<file path="src/rtl/bcd_disp_pkg.sv">
// Shared types and constants for the BCD up/down counter with 7-segment display.
// Segment patterns are active-low {a,b,c,d,e,f,g}; the decimal point is handled by the top.
package bcd_disp_pkg;

  typedef logic [3:0] bcd_t;

  // All segments off
  localparam logic [6:0] SEG_BLANK = 7'b1111111;

  // Active-low a..g patterns for decimal digits 0..9
  localparam logic [6:0] SEG_TABLE [0:9] = '{
    7'b0000001,  // 0
    7'b1001111,  // 1
    7'b0010010,  // 2
    7'b0000110,  // 3
    7'b1001100,  // 4
    7'b0100100,  // 5
    7'b0100000,  // 6
    7'b0001111,  // 7
    7'b0000000,  // 8
    7'b0000100   // 9
  };

  // Clamp an out-of-range BCD nibble to 9 so a digit never holds an illegal code
  function automatic bcd_t bcd_sat(input bcd_t d);
    return (d > 4'd9) ? 4'd9 : d;
  endfunction

endpackage

</file>
<file path="src/rtl/bcd_updown_counter_disp_seg7.sv">
// seg7_decode: combinational BCD digit to active-low a..g pattern.
// Codes above 9 are not valid decimal digits and decode to all segments off.
module seg7_decode
  import bcd_disp_pkg::*;
(
  input  bcd_t       digit,
  output logic [6:0] seg_n
);

  // Table lookup; anything outside 0..9 stays blank
  always_comb begin
    seg_n = SEG_BLANK;
    for (int i = 0; i < 10; i++) begin
      if (digit == 4'(i)) seg_n = SEG_TABLE[i];
    end
  end

endmodule

</file>
<file path="src/rtl/bcd_updown_counter_disp.sv">
// bcd_updown_counter_disp: N-digit BCD up/down counter with run control, preload,
// wrap pulse, timed buzzer and a multiplexed common-anode 7-segment display driver.
// Optional build macro BCD_DISP_BLANK_LEAD_EN: when defined, leading zero digits
// (every more-significant digit also zero) are blanked; digit 0 is always shown.
module bcd_updown_counter_disp
  import bcd_disp_pkg::*;
#(
  parameter int NUM_DIGITS  = 4,
  parameter int CLK_HZ      = 50_000_000,
  parameter int TICK_HZ     = 1,
  parameter int SCAN_CYCLES = 50_000,
  parameter int BUZZ_TICKS  = 2
) (
  input  logic                    clk,
  input  logic                    reset,
  input  logic                    start,
  input  logic                    stop,
  input  logic                    updown,
  input  logic                    load,
  input  logic [4*NUM_DIGITS-1:0] load_val,
  output logic [4*NUM_DIGITS-1:0] count_bcd,
  output logic [NUM_DIGITS-1:0]   digit_n,
  output logic [7:0]              seg_n,
  output logic                    tc_pulse,
  output logic                    buzzer
);

  localparam int DIV = CLK_HZ / TICK_HZ;
  localparam int PW  = (DIV > 2) ? $clog2(DIV) : 1;
  localparam int SW  = (SCAN_CYCLES > 1) ? $clog2(SCAN_CYCLES) : 1;
  localparam int IW  = (NUM_DIGITS > 1) ? $clog2(NUM_DIGITS) : 1;
  localparam int BW  = $clog2(BUZZ_TICKS + 1);

  logic [PW-1:0]         presc_reg;
  logic                  tick;
  logic                  run_reg;
  logic                  count_step;
  logic                  wrap_evt;
  logic                  tc_reg;
  logic [BW-1:0]         buzz_reg;
  logic [SW-1:0]         scan_cnt_reg;
  logic [IW-1:0]         scan_idx_reg;
  logic [NUM_DIGITS-1:0] digit_n_reg;
  logic [7:0]            seg_n_reg;

  bcd_t                  cur_digit [NUM_DIGITS];
  logic [NUM_DIGITS:0]   up_carry;
  logic [NUM_DIGITS:0]   dn_borrow;
  logic [NUM_DIGITS-1:0] blank_vec;
  bcd_t                  sel_digit;
  logic                  sel_blank;
  logic [6:0]            sel_seg;

  // Free-running prescaler; tick marks its last state and is never disturbed by run/load
  always_ff @(posedge clk) begin
    if (reset) begin
      presc_reg <= '0;
    end else if (presc_reg == PW'(DIV - 1)) begin
      presc_reg <= '0;
    end else begin
      presc_reg <= presc_reg + 1'b1;
    end
  end

  assign tick = (presc_reg == PW'(DIV - 1));

  // Run flag: stop dominates start, otherwise hold
  always_ff @(posedge clk) begin
    if (reset) begin
      run_reg <= 1'b0;
    end else if (stop) begin
      run_reg <= 1'b0;
    end else if (start) begin
      run_reg <= 1'b1;
    end
  end

  assign count_step = tick & run_reg;

  // Ripple carry/borrow chains start with an implicit +1/-1 into digit 0
  assign up_carry[0]  = 1'b1;
  assign dn_borrow[0] = 1'b1;

  genvar gi;
  generate
    for (gi = 0; gi < NUM_DIGITS; gi++) begin : g_digit
      bcd_t digit_reg;
      bcd_t inc_d;
      bcd_t dec_d;
      bcd_t load_d;

      assign up_carry[gi+1]  = up_carry[gi] & (digit_reg == 4'd9);
      assign dn_borrow[gi+1] = dn_borrow[gi] & (digit_reg == 4'd0);

      assign inc_d  = !up_carry[gi]  ? digit_reg :
                      (digit_reg == 4'd9) ? 4'd0 : digit_reg + 4'd1;
      assign dec_d  = !dn_borrow[gi] ? digit_reg :
                      (digit_reg == 4'd0) ? 4'd9 : digit_reg - 4'd1;
      assign load_d = bcd_sat(load_val[4*gi +: 4]);

      // Per-digit register: load beats counting, counting only on a running tick
      always_ff @(posedge clk) begin
        if (reset) begin
          digit_reg <= 4'd0;
        end else if (load) begin
          digit_reg <= load_d;
        end else if (count_step) begin
          digit_reg <= updown ? dec_d : inc_d;
        end
      end

      assign cur_digit[gi]          = digit_reg;
      assign count_bcd[4*gi +: 4]   = digit_reg;
    end
  endgenerate

`ifdef BCD_DISP_BLANK_LEAD_EN
  // lead_zero[i] is set when digit i and every digit above it are zero
  logic [NUM_DIGITS:0] lead_zero;
  assign lead_zero[NUM_DIGITS] = 1'b1;
  generate
    for (gi = 0; gi < NUM_DIGITS; gi++) begin : g_blank
      assign lead_zero[gi] = lead_zero[gi+1] & (cur_digit[gi] == 4'd0);
      if (gi == 0) begin : g_units
        assign blank_vec[gi] = 1'b0;
      end else begin : g_upper
        assign blank_vec[gi] = lead_zero[gi];
      end
    end
  endgenerate
`else
  assign blank_vec = '0;
`endif

  // A wrap is a counting edge where the whole chain carries/borrows out; load suppresses it
  assign wrap_evt = count_step & ~load & (updown ? dn_borrow[NUM_DIGITS] : up_carry[NUM_DIGITS]);

  // Terminal-count pulse in the cycle after the wrapping edge
  always_ff @(posedge clk) begin
    if (reset) begin
      tc_reg <= 1'b0;
    end else begin
      tc_reg <= wrap_evt;
    end
  end

  // Buzzer timer: reload on every wrap (no accumulation), otherwise count down per tick
  always_ff @(posedge clk) begin
    if (reset) begin
      buzz_reg <= '0;
    end else if (wrap_evt) begin
      buzz_reg <= BW'(BUZZ_TICKS);
    end else if (tick && (buzz_reg != '0)) begin
      buzz_reg <= buzz_reg - 1'b1;
    end
  end

  // Scan timer: hold each digit for SCAN_CYCLES clocks, then move to the next one
  always_ff @(posedge clk) begin
    if (reset) begin
      scan_cnt_reg <= '0;
      scan_idx_reg <= '0;
    end else if (scan_cnt_reg == SW'(SCAN_CYCLES - 1)) begin
      scan_cnt_reg <= '0;
      scan_idx_reg <= (scan_idx_reg == IW'(NUM_DIGITS - 1)) ? '0 : scan_idx_reg + 1'b1;
    end else begin
      scan_cnt_reg <= scan_cnt_reg + 1'b1;
    end
  end

  // Select the digit currently being scanned
  always_comb begin
    sel_digit = 4'd0;
    sel_blank = 1'b0;
    for (int i = 0; i < NUM_DIGITS; i++) begin
      if (scan_idx_reg == IW'(i)) begin
        sel_digit = cur_digit[i];
        sel_blank = blank_vec[i];
      end
    end
  end

  seg7_decode u_seg7_decode (
    .digit (sel_digit),
    .seg_n (sel_seg)
  );

  // Enable and pattern are registered together so a digit never shows its neighbour's code
  always_ff @(posedge clk) begin
    if (reset) begin
      digit_n_reg <= ~NUM_DIGITS'(1);
      seg_n_reg   <= {SEG_TABLE[0], 1'b1};
    end else begin
      digit_n_reg <= ~(NUM_DIGITS'(1) << scan_idx_reg);
      seg_n_reg   <= {(sel_blank ? SEG_BLANK : sel_seg), 1'b1};
    end
  end

  assign digit_n  = digit_n_reg;
  assign seg_n    = seg_n_reg;
  assign tc_pulse = tc_reg;
  assign buzzer   = (buzz_reg != '0);

endmodule
</file>
<file path="config.mk">
export PLATFORM = sky130hd
export DESIGN_NAME = bcd_updown_counter_disp
export DESIGN_NICKNAME = d
export VERILOG_FILES = /design/src/rtl/bcd_disp_pkg.sv /design/src/rtl/bcd_updown_counter_disp_seg7.sv /design/src/rtl/bcd_updown_counter_disp.sv
export SDC_FILE = /design/constraint.sdc
export NUM_CORES = 1
export LEC_CHECK = 0
export CAP_MARGIN = 10
export CELL_PAD_IN_SITES_DETAIL_PLACEMENT = 1
export CELL_PAD_IN_SITES_GLOBAL_PLACEMENT = 2
export CORE_ASPECT_RATIO = 0.6
export CORE_UTILIZATION = 35
export DETAILED_ROUTE_END_ITERATION = 8
export PLACE_DENSITY = 0.89
export SYNTH_ARGS = -nofsm -noshare
export SYNTH_HDL_FRONTEND = slang
export SYNTH_HIERARCHICAL = 1
export SYNTH_SLANG_ARGS = --single-unit
</file>
<file path="constraint.sdc">
create_clock -name clk -period 7.1 [get_ports clk]
set_clock_uncertainty 0.2 [all_clocks]
set_input_delay 1.42 -clock clk [delete_from_list [all_inputs] [get_ports clk]]
set_output_delay 1.42 -clock clk [all_outputs]
set_load 0.01 [all_outputs]
</file>
==> flow_metrics.tcl, run 1 <==
set metrics [dict create \
    outcome "complete, no violations" \
    grt_overflow 0 \
    synth_cell_types 65 \
    crit_type "in2reg" \
    ys_seq_elements 75 \
    ys_warn_count 6 \
    timing.final.crit_period_ns 3.885 \
    dr.pass1.iters 4 \
    io_pins 52 \
    synth.avg_cell_area_um2 7.803 \
    worst-endpoint-arrival_ns 3.93 \
    synth_fp_nets 566 \
    synth-main-ff-cell "dfxtp_1" \
    grt_pass1_vias 3808 \
    timing.slew.headroom 0.2032 \
    drv_slew 0 \
    grtUsageTotal 0.2066 \
    dieArea_um2 12430 \
    clock_path_buffers 2 \
    grt_pass1_wl_um 19820 \
    synth_area_leaders "dfxtp_1 (36%), nor2_1 (7.4%), xnor2_1 (5.0%), xor2_1 (4.8%), nand2_1 (3.9%)" \
    fp.dieH_um 86.76 \
    grt_max_degree 41 \
    p_leak_uw 0.001737 \
    cts-root-buf "clkbuf_16" \
    drc 0 \
    numCtsBuffers 9 \
    cts_resized 0 \
    syn_area_um2 4190 \
    synth_top_area_share 0.3583 \
    ff_latch_area_um2 1501 \
    ctsHoldBuffers 0 \
    p_clk_frac 0.438 \
    start_util 0.3648 \
    finalSetupViolations 0 \
    async_reset_ff_frac 0 \
    ant_nets 0 \
    max-cap-violations 0 \
    multi_input_area_um2 2436 \
    n_fill_cell 1400 \
    viasPerCell 5.261 \
    clk_pin_slew_ns 0.06 \
    finalHoldViolations 0 \
    numPortBuffers 50 \
    p_comb_frac 0.116 \
    place.gp.congestion 0.8080 \
    area_delta_synth_final_pct 20.36 \
    drive_above_1_share 0.05097 \
    largest_reg_flops 26 \
    final.setup.tns_ns 0 \
    hold_class "reg2reg" \
    coreArea_um2 11490 \
    die_w_um 143.3 \
    rsz0062_at_grt "false" \
    crit_path_end_kind "flip-flop" \
    synthTopCellsByCount "nor2_1 (83), dfxtp_1 (75), nand2_1 (43)" \
    antenna_found_initial 0 \
    cts_setup_buffers 0 \
    n_antenna_cell 0 \
    post-route-util 0.4391 \
    max_clock_freq_mhz 257.4 \
    synth_seq_area_share 0.3583 \
    netlist_instances 537 \
    hpwl_um 8792 \
    period_share 0.5472 \
    internal_power_uw 763.5 \
    post_drt_wl_per_cell_um 16.36 \
    worst_setup_path_start_kind "primary input" \
    cts_tree "done" \
    synth_area_leader_cell "dfxtp_1" \
    tightest_slew_ns 1.183 \
    drt-initial-drc-count 158 \
    clock_latency_ns 0.34 \
    layout.nets 594 \
    peakVddDrop_v 0.0001155 \
    routed_wl_um 11930 \
    clkSinkCount 75 \
    switching_share 0.2584 \
    yosysMostFrequentCell "nor2_1" \
    seqPwrFrac 0.446 \
    power.switching_uw 266.0 \
    vias 3835 \
    crit_fanout 27 \
    powerDensity_nw_per_um2 204.1 \
    required_ns 7.15 \
    htreeDepth 3 \
    synth_edf_count 0 \
    row_count 30 \
]
power groups by stage:
stage	clock, uW	sequential [uW]	combinational, uW
6_report	451	459	119
5_1_grt	484	461	131
2_1_floorplan	0	453	80.9
4_1_cts	464	458	120
3_5_place_dp	0	468	119
3_3_place_gp	0	466	115
per-stage QoR:
| stage | setup WS, ns | std cells | hold WS, ns | cell area (um2) | power (uW) |
|---|---|---|---|---|---|
| 6_report | 3.215 | 729 | 0.2582 | 5044 | 1030 |
| 5_1_grt | 3.054 | 729 | 0.2895 | 5044 | 1076 |
| 4_1_cts | 3.243 | 729 | 0.2633 | 5044 | 1042 |
| 3_5_place_dp | 2.893 | 714 | 0.2551 | 4758 | 586.2 |
| 3_3_place_gp | 3.008 | 714 | 0.2286 | 4758 | 580.9 |
| 2_1_floorplan | 3.962 | 537 | 0.2132 | 4190 | 533.7 |
layout make-up:
cell class | count | share of cell area
clock buffers | 11 | 0.04614
clock inverters | 4 | 0.01042
inverters | 24 | 0.01786
multi-input cells | 401 | 0.4830
flip-flops and latches | 75 | 0.2977
well taps | 160 | 0.03969
repair buffers | 54 | 0.1052
path summary, 6_finish.rpt:
kind / start / slack (ns) / depth (start not counted) / endpoint
max: updown / 3.21 / 8 / g_digit[3].digit_reg[1]
min: scan_cnt_reg[0] / 0.26 / 1 / scan_cnt_reg[0]
max reg2reg: scan_idx_reg[0] / 4.09 / 12 / seg_n[6]
min reg2reg: scan_cnt_reg[0] / 0.26 / 1 / scan_cnt_reg[0]
cell families after synthesis:
kind of cell,synth area share
AOI/OAI and AO/OA,0.1397
xor gates and xnor gates,0.09824
adders and majority gates,0.02090
buffers and inverters,0.06031
DFF,0.3583
muxes,0.01284
other,0.0008949
and+or+nand+nor,0.3088
cells in the final DEF (no fill, tap or decap), types with 3 or more instances in the layout:
cell type	instances
nor2_1	83
dfxtp_1	75
clkdlybuf4s50_1	50
nand2_1	43
a21oi_1	26
o21ai_0	26
nand3_1	24
xnor2_1	24
inv_1	23
xor2_1	23
nand2b_1	18
nor3_1	13
nor2b_1	13
nor4_1	9
clkbuf_16	9
or3_1	7
nand3b_1	7
ha_1	7
nand4_1	6
and3_1	6
a311oi_1	5
buf_4	4
and4b_1	3
nand4b_1	3
o22ai_1	3
a221oi_1	3
a31oi_1	3
a311o_1	3
per-layer routing:
metal  vias up  global-route usage  wire (um)
li1       1899                   -          -
met1      1860              0.2948       6280
met2        68              0.3140       5095
met3         8             0.04365        443
met4         0             0.05513        109
met5         -                   0          0
worst max-delay path, cell delays in order:
cell and delay, ns:
clkdlybuf4s50_1 0.45, buf_4 0.28, nor4b_2 0.36, nand3b_1 0.14, nor4_1 0.47, o21ai_2 0.21
or3b_1 0.38, a311oi_1 0.20
Power figures use the tool's default switching activity.
==> inputs of run 2 (changes only) <==
CORE_UTILIZATION = 29   (was 35)
PLACE_DENSITY = 0.79   (was 0.89)
clock period = 3.5 ns   (was 7.1 ns; I/O delays follow)
==> flow_metrics.tcl, run 2 (synthesis gave the netlist of run 1 again) <==
set metrics [dict create \
    fp.dieH_um 95.11 \
    period_share 0.8726 \
    cts_tree "done" \
    grt_overflow 0 \
    clock_latency_ns 0.34 \
    power.switching_uw 556.4 \
    numCtsBuffers 9 \
    post_drt_wl_per_cell_um 15.94 \
    start_util 0.3020 \
    finalHoldViolations 0 \
    p_clk_frac 0.428 \
    viasPerCell 5.014 \
    area_delta_synth_final_pct 22.63 \
    cp_slowest_stage_delay_ns 0.56 \
    timing.final.crit_period_ns 3.054 \
    cts_setup_buffers 0 \
    place.gp.congestion 0.8218 \
    clk_pin_slew_ns 0.06 \
    drt-initial-drc-count 163 \
    crit_fanout 7 \
    dp.cells 754 \
    p_leak_uw 0.001768 \
    grt_max_degree 27 \
    dr.pass1.iters 5 \
    hold_class "reg2reg" \
    drive_above_1_share 0.06920 \
    layout.nets 602 \
    crit_type "in2reg" \
    peakVddDrop_v 0.0002252 \
    die_w_um 157.2 \
    dieArea_um2 14950 \
    grtUsageTotal 0.1746 \
    largest_reg_flops 26 \
    switching_share 0.2703 \
    seqPwrFrac 0.448 \
    drv_slew 0 \
    fin_cells 770 \
    max-cap-violations 0 \
    final_common_cell "nor2_1" \
    timing.slew.headroom 0.2177 \
    outcome "complete, no violations" \
    finalSetupViolations 0 \
    clock_path_buffers 2 \
    worst-endpoint-arrival_ns 3.10 \
    max_clock_freq_mhz 327.4 \
    slowest_stage "clkdlybuf4s50_1" \
    p_comb_frac 0.124 \
    n_antenna_cell 0 \
    vias 3861 \
    row_count 33 \
    tightest_slew_ns 1.161 \
    htreeDepth 3 \
    internal_power_uw 1502 \
    final_cell_mix "nor2_1 (83), dfxtp_1 (75), clkdlybuf4s50_1 (50)" \
    antenna_found_initial 0 \
    ctsHoldBuffers 0 \
    final.setup.tns_ns 0 \
    clkSinkCount 75 \
    cp_cell_sequence "clkdlybuf4s50_1 > nor4b_2 > nand3b_1 > nor4_1 > o21ai_2 > or3b_1 > a311oi_1" \
    hpwl_um 9183 \
    drc 0 \
    cts-root-buf "clkbuf_16" \
    fin_area_um2 5139 \
    power_uw 2059 \
    cts_resized 0 \
    rsz0062_at_grt "false" \
    numPortBuffers 50 \
    grt_pass1_wl_um 20260 \
    required_ns 3.55 \
    worst_setup_path_start_kind "primary input" \
    crit_path_end_kind "flip-flop" \
    dpl_cell_area_um2 4858 \
    grt_pass1_vias 3957 \
    powerDensity_nw_per_um2 400.6 \
    routed_wl_um 12280 \
    ant_nets 0 \
    io_pins 52 \
    coreArea_um2 13870 \
]
run 2: changes by cell type in the layout (fill, tap and decap cells not counted):
| cell | previous run | this run |
|---|---|---|
| clkbuf_1 | 2 | 0 |
| clkinv_2 | 1 | 2 |
| buf_4 | 4 | 12 |
| clkinvlp_4 | 0 | 3 |
| clkinv_4 | 2 | 1 |
| clkbuf_8 | 0 | 1 |
| bufinv_16 | 1 | 0 |
run 2: final timing paths:
kind / end / cells after the start / from / slack (ns)
max: g_digit[3].digit_reg[1] / 7 / updown / 0.45
min: scan_cnt_reg[0] / 1 / scan_cnt_reg[0] / 0.25
max reg2reg: seg_n[2] / 10 / scan_idx_reg[1] / 0.57
min reg2reg: scan_cnt_reg[0] / 1 / scan_cnt_reg[0] / 0.25
run 2: metal layers:
metal  track usage  up-vias  share of wire  wire (um)
met5             0        -              0          0
met1        0.2497     1885           0.53       6559
met3       0.03773        7          0.039        481
met2        0.2647       62           0.42       5173
li1              -     1907              -          -
met4       0.04207        0         0.0051         62
run 2: cell type report:
type | count | area, um2
clock buffers | 10 | 239.0
fillers | 1694 | 8735
multi-input cells | 401 | 2436
repair buffers | 62 | 590.6
flip-flops and latches | 75 | 1501
well taps | 192 | 240.2
clock inverters | 6 | 41.29
inverters | 24 | 90.09
run 2: worst max-delay path: cells and delay by family:
family          cells  cell delay, ns
simple gates        4            1.40
compound gates      2            0.42
buf+inv             1            0.56
run 2: power by group through the flow:
stage	sequential [uW]	combinational, uW	clock, uW
2_1_floorplan	918	164	0
3_3_place_gp	940	249	0
3_5_place_dp	941	254	0
4_1_cts	922	256	900
5_1_grt	927	283	944
6_report	923	255	881
run 2: per-stage QoR:
stage | setup slack [ns] | utilization | hold WS, ns
after floorplan | 1.082 | - | 0.2132
after global placement | 0.3250 | 0.3502 | 0.2287
after detailed placement | 0.2025 | 0.3502 | 0.2358
after CTS | 0.4905 | 0.3704 | 0.2468
after global routing | 0.2461 | 0.3704 | 0.2566
final | 0.4460 | 0.3704 | 0.2472
